$ cat src/rtl/out_port_buffer.sv
// Output-port FIFO between the control unit's OUT strobe and a valid/ready consumer.
// Optional same-cycle bypass when empty: define OUT_BUF_BYPASS_EN.
module out_port_buffer #(
  parameter int unsigned DATA_W = 16,
  parameter int unsigned DEPTH  = 8,
  localparam int unsigned CNT_W = $clog2(DEPTH) + 1
) (
  input  logic              clk,
  input  logic              rst_n,
  input  logic              wr_en,
  input  logic [DATA_W-1:0] wr_data,
  output logic              out_valid,
  output logic [DATA_W-1:0] out_data,
  input  logic              out_ready,
  output logic [CNT_W-1:0]  level,
  output logic              full,
  output logic              overflow,
  input  logic              ovf_clr
);

  localparam int unsigned IDX_W = CNT_W - 1;

  typedef enum logic [1:0] {
    FILL_EMPTY,
    FILL_PARTIAL,
    FILL_FULL
  } fill_e;

  fill_e             fill_c;
  logic [CNT_W-1:0]  wr_ptr_q, wr_ptr_d;
  logic [CNT_W-1:0]  rd_ptr_q, rd_ptr_d;
  logic              overflow_q, overflow_d;
  logic [DATA_W-1:0] mem_q [DEPTH];
  logic [DATA_W-1:0] mem_d [DEPTH];
  logic [IDX_W-1:0]  wr_idx, rd_idx;
  logic              bypass_c, pop, bypass_pop, push_ok;

  // Fill state decoded from the wrap-extended pointers
  always_comb begin
    wr_idx = wr_ptr_q[IDX_W-1:0];
    rd_idx = rd_ptr_q[IDX_W-1:0];
    fill_c = FILL_PARTIAL;
    if (wr_ptr_q == rd_ptr_q) begin
      fill_c = FILL_EMPTY;
    end else if (wr_idx == rd_idx) begin
      fill_c = FILL_FULL;
    end
  end

  // Output presentation, handshake and next-state
  always_comb begin
    bypass_c = 1'b0;
`ifdef OUT_BUF_BYPASS_EN
    bypass_c = (fill_c == FILL_EMPTY);
`endif
    out_valid = (fill_c != FILL_EMPTY);
    out_data  = (fill_c == FILL_EMPTY) ? '0 : mem_q[rd_idx];
    if (bypass_c) begin
      out_valid = wr_en;
      out_data  = wr_data;
    end

    pop        = out_valid & out_ready;
    // A bypassed word consumed in flight is never written to storage
    bypass_pop = bypass_c & pop;
    push_ok    = wr_en & ((fill_c != FILL_FULL) | pop) & ~bypass_pop;

    wr_ptr_d = wr_ptr_q;
    rd_ptr_d = rd_ptr_q;
    if (push_ok) begin
      wr_ptr_d = wr_ptr_q + CNT_W'(1);
    end
    if (pop & ~bypass_pop) begin
      rd_ptr_d = rd_ptr_q + CNT_W'(1);
    end

    overflow_d = overflow_q;
    if (wr_en & (fill_c == FILL_FULL) & ~pop) begin
      overflow_d = 1'b1;
    end else if (ovf_clr) begin
      overflow_d = 1'b0;
    end

    mem_d = mem_q;
    if (push_ok) begin
      mem_d[wr_idx] = wr_data;
    end
  end

  always_ff @(posedge clk or negedge rst_n) begin
    if (!rst_n) begin
      wr_ptr_q   <= '0;
      rd_ptr_q   <= '0;
      overflow_q <= 1'b0;
    end else begin
      wr_ptr_q   <= wr_ptr_d;
      rd_ptr_q   <= rd_ptr_d;
      overflow_q <= overflow_d;
    end
  end

  // Storage is deliberately left unreset
  always_ff @(posedge clk) begin
    mem_q <= mem_d;
  end

  assign level    = wr_ptr_q - rd_ptr_q;
  assign full     = (fill_c == FILL_FULL);
  assign overflow = overflow_q;

endmodule

$ cat config.mk
export PLATFORM = sky130hd
export DESIGN_NAME = out_port_buffer
export DESIGN_NICKNAME = d
export VERILOG_FILES = /design/src/rtl/out_port_buffer.sv
export SDC_FILE = /design/constraint.sdc
export NUM_CORES = 1
export LEC_CHECK = 0
export CORE_ASPECT_RATIO = 0.75
export CORE_MARGIN = 2
export CORE_UTILIZATION = 30
export CTS_BUF_LIST = sky130_fd_sc_hd__clkbuf_16
export DETAILED_ROUTE_END_ITERATION = 8
export SLEW_MARGIN = 20
export SYNTH_ARGS = -nofsm -noshare
export SYNTH_HDL_FRONTEND = slang
export SYNTH_SLANG_ARGS = --single-unit
$ cat constraint.sdc
create_clock -name clk -period 3.5 [get_ports clk]
set_input_delay 0.35 -clock clk [delete_from_list [all_inputs] [get_ports clk]]
set_output_delay 0.35 -clock clk [all_outputs]
set_load 0.1 [all_outputs]
Yosys cells after proc, flatten, opt, wreduce, memory -nomap -nowiden
Cells that the tools add are included.

operators by class
  add/sub/neg operators = 3
  magnitude comparators = 3
  equal/unequal tests = 4
  mux-type cells = 11
  bitwise gates (word level) = 8
  reduce and logical (&&, ||, !) cells = 4

operators by type and width
  cell                   number
  $bwmux W128            1
  $mux W16               4
  $bmux W16 S3           1
  $demux W16 S3          1
  $add A4 B1 Y4 const B  2
  $ge A4 B4 Y1 const B   2
  $not A3 Y4             2
  $and A1 B1 Y1          4
  $eq A4 B4 Y1           1
  $lt A4 B1 Y1 const B   1
  $mux W2                2
  $reduce_bool A2 Y1     2
  $sub A4 B4 Y4          1
  $eq A3 B3 Y1           1
  $eq A2 B2 Y1 const B   1
  $logic_not A2 Y1       1
  $mux W1                2
  $ne A2 B2 Y1 const B   1
  $logic_and A1 B1 Y1    1
  $not A1 Y1             1
  $or A1 B1 Y1           1

word-level totals
  bits in registers = 137
  output and inout port bits = 23
  logic and storage cells = 44

Longest topological paths before layout
  depth in word-level cells = 8
  gate-level depth with buffers = 9
  mapped depth without buffers = 6

Least setup slack after synthesis
OpenSTA, ideal clock, no wires.

  kind = reg-to-reg
  from = reg rd_ptr_q[1]
  to = reg mem_q[80] (netlist bit) (enable)
  library setup time = 430 ps
  arrival = 3149 ps
  required time = 3070 ps
  slack = -79 ps
  cell stages (with the launch flop) = 8
  path buffers = 2
  clock period less this slack = 3579 ps
  cells stage by stage = dfrtp_1 > buf_2 > buf_1 > inv_1 > ha_1 > nand3_1 > nor3_4 > nor4_1

between the ends
  word-level cells in the longest chain between the ends = 7
  elaborated cells between the ends (all ways) = 9
  those cells by class = eq/ne (3); mux (2); bitwise (3); reduce/logical (1)

RTL lines
  what                    RTL line  text
  start, declared         31        logic [CNT_W-1:0] rd_ptr_q, rd_ptr_d;
  start signal, assigned  97        rd_ptr_q <= rd_ptr_d;
  $eq A3 B3 Y1            45        end else if (wr_idx == rd_idx) begin
  $mux W2                 45
  $mux W2 *               43        if (wr_ptr_q == rd_ptr_q) begin
  $reduce_bool A2 Y1      56        out_valid = (fill_c != FILL_EMPTY);
  $and A1 B1 Y1           63        pop = out_valid & out_ready;
  $or A1 B1 Y1 *          66        push_ok = wr_en & ((fill_c != FILL_FULL) | pop) & ~bypass_pop;
  $and A1 B1 Y1 *         66
  end signal, assigned    104       mem_q <= mem_d;
  end, declared           33        logic [DATA_W-1:0] mem_q [DEPTH];

Mark *: on every way between the ends. The rest lies on a longest branch, timed or not.
A chain may end at the register's enable or synchronous reset.

Worst setup path in the final report
  from = reg wr_ptr_q[0]
  to = out out_data[3]

between the ends
  word-level cells in the longest chain between the ends = 5
  elaborated cells between the ends (all ways) = 6
  those cells by class = eq/ne (2); mux (3); reduce/logical (1)

RTL lines
  what                    RTL line  text
  start, declared         30        logic [CNT_W-1:0] wr_ptr_q, wr_ptr_d;
  start signal, assigned  96        wr_ptr_q <= wr_ptr_d;
  $eq A3 B3 Y1            45
  $mux W2                 45
  $mux W2 *               43
  $logic_not A2 Y1 *      57        out_data = (fill_c == FILL_EMPTY) ? '0 : mem_q[rd_idx];
  $mux W16 *              57
  end, declared           13        output logic [DATA_W-1:0] out_data,

Marked as above.

==> impl_metrics.yaml <==
logic_synthesis:
  ys_seq_area_share_pct: 73.1
  synthDistinctLibCells: 33
  syn-num-nets: 311
  syn_inst: 284
  netlist_area_um2: 5560
  yosysWarnings: 0
  syn_area_per_cell_um2: 19.6
  yosys_register_bits: 137
grt:
  grt_start_max_net_pins: 37
  grt_overflow: 0
  antenna_found_initial: 0
  grtUsageTotal_pct: 12.2
  grt_pass1_vias: 3000
  grt_pass1_wl_um: 17300
timing:
  rsz0062_at_grt: "false"
  maxClockFrequency_ghz: 0.323
  timing.setup.tns_ns: 0
  setup_ws_ns: 0.408
  drv_slew: 0
  period_share_pct: 88.3
  hold_viol_final: 0
  tightest_slew_ns: 0.966
  fin_hold_ws_ns: 0.260
  slew_headroom_pct: 35.4
  setup_viol: 0
  clock_skew_ns: 0.00645
  period_minus_slack_ns: 3.09
route:
  vias_per_cell: 4.50
  num_vias: 2720
  dr.first_iter.drc_count: 120
  drtAntennaViolNets: 0
  drc: 0
  first_pass_iters: 4
  wl_per_cell_um: 18.5
  totalWireLength_um: 11100
run_status:
  status: "complete, no violations"
place:
  dp_hpwl_um: 6590
  place_ws_ns: 0.789
  routabilityCongestion: 0.767
  io_buffers: 43
  place_area_um2: 6520
worst_setup_path:
  critPathLaunchType: "flip-flop"
  worst-path-max-fanout: 16
  critPathRequiredTime_ns: 3.15
  reg2reg_depth: 6
  worstPathArrival_ns: 2.74
  crit_type: "flip-flop to primary output"
  crit_path_end_kind: "primary output"
floorplan:
  dieArea_um2: 19700
  initial_core_util_pct: 30.3
  die_y_um: 122
  core_area_um2: 18300
  placementRows: 43
  die_w_um: 161
  top_level_ports: 44
clock_tree:
  cts_tree: "yes"
  clockBufferDepth: 2
  cts.sink_count: 137
  numCtsBuffers: 17
  htreeDepth: 4
  root_buffer: "clkbuf_16"
  cts.clk_slew.worst_paths_ns: 0.06
  clk_latency_ns: 0.40
  cts_setup_buffers: 0
  hold_buffers: 0
  ctsResizeCount: 0
final_layout:
  postLayoutCellArea_um2: 7080
  drive_gt1_share_pct: 32.5
  layout_common_cells: "128 x edfxtp_1, 32 x mux4_2, 28 x inv_1"
  nets: 372
  diodes: 0
  final_common_cell: "edfxtp_1"
  fillers: 1629
  seq_area_um2: 4070
  multi_input_area_um2: 1340
  area_delta_synth_final_pct: 27.3
job:
  cap_viol_max_count: 0
hold_path:
  hp-class: "primary input to async pin"
[final timing paths]
check	from	end	slack, ns
worst max-delay path	wr_ptr_q[0]	out_data[3]	0.41
worst min-delay path	rst_n	overflow	0.26
worst max register to register	wr_ptr_q[0]	rd_ptr_q[1]	1.21
worst min register to register	wr_ptr_q[3]	wr_ptr_q[3]	0.52
max in group asynchronous	rst_n	rd_ptr_q[0]	2.91
min in group clk	ovf_clr	overflow	0.51
[through the flow]
step,util (%),cells
3_5_place_dp,35.5,573
6_report,38.6,604
2_1_floorplan,-,284
5_1_grt,38.6,604
3_3_place_gp,35.5,573
4_1_cts,38.6,604
[Yosys cell counts, drive strengths merged]
master / number / area share (%)
nor4: 1 / 0.11
mux2: 2 / 0.40
and3: 1 / 0.11
xnor2: 7 / 1.2
edfxtp: 128 / 69
o21ai: 17 / 1.8
xor2: 2 / 0.31
inv: 24 / 1.6
nand2: 5 / 0.38
fa: 1 / 0.36
mux4: 32 / 13
o31ai: 1 / 0.22
ha: 5 / 1.1
a21o: 1 / 0.13
a21oi: 1 / 0.090
nand3: 22 / 2.8
clkbuf: 1 / 0.067
dfrtp: 9 / 4.0
nand2b: 1 / 0.25
nand4: 1 / 0.22
buf: 12 / 1.7
nor3: 5 / 0.65
nor2: 5 / 0.34
[layout make-up]
class | count | area share [%]
Multi-Input combinational cell | 110 | 19.0
Tap cell | 247 | 4.36
Clock inverter | 14 | 2.01
Clock buffer | 17 | 6.01
Timing Repair Buffer | 55 | 9.93
Sequential cell | 137 | 57.5
Inverter | 24 | 1.27
[flip-flops by register name, indices dropped and copies added, names as in the netlist]
signal,cells
mem_q,128
rd_ptr_q,4
wr_ptr_q,4
overflow,1
[worst max-delay path, stage by stage, from the launching register on]
cell     delay (ns)
dfrtp_1        0.52
inv_1          0.12
ha_1           0.35
nand4_2        0.35
nand2_2        0.56
o21ai_1        0.22
buf_12         0.21
[metal layers]
layer | GRT usage (%) | wire length, µm | up-vias
met4 | 4.19 | 106 | 0
met3 | 3.06 | 550 | 12
met1 | 15.5 | 4950 | 1407
li1 | - | - | 1242
met5 | 0 | 0 | -
met2 | 20.4 | 5540 | 59
[logic make-up (layout without fill, tap and decap cells)]
logic type | after synthesis | count (layout) | share of synthesized area [%]
xor+xnor | 9 | 9 | 1.55
buf+inv | 37 | 110 | 3.37
mux | 34 | 34 | 13.4
fa+ha+maj | 6 | 6 | 1.48
simple gates | 41 | 41 | 4.86
compound gates | 20 | 20 | 2.25
flops | 137 | 137 | 73.1
Power is left out: the tool's default activity adds up to more than one toggle a clock period on the data nets, which glitch-free logic cannot reach.
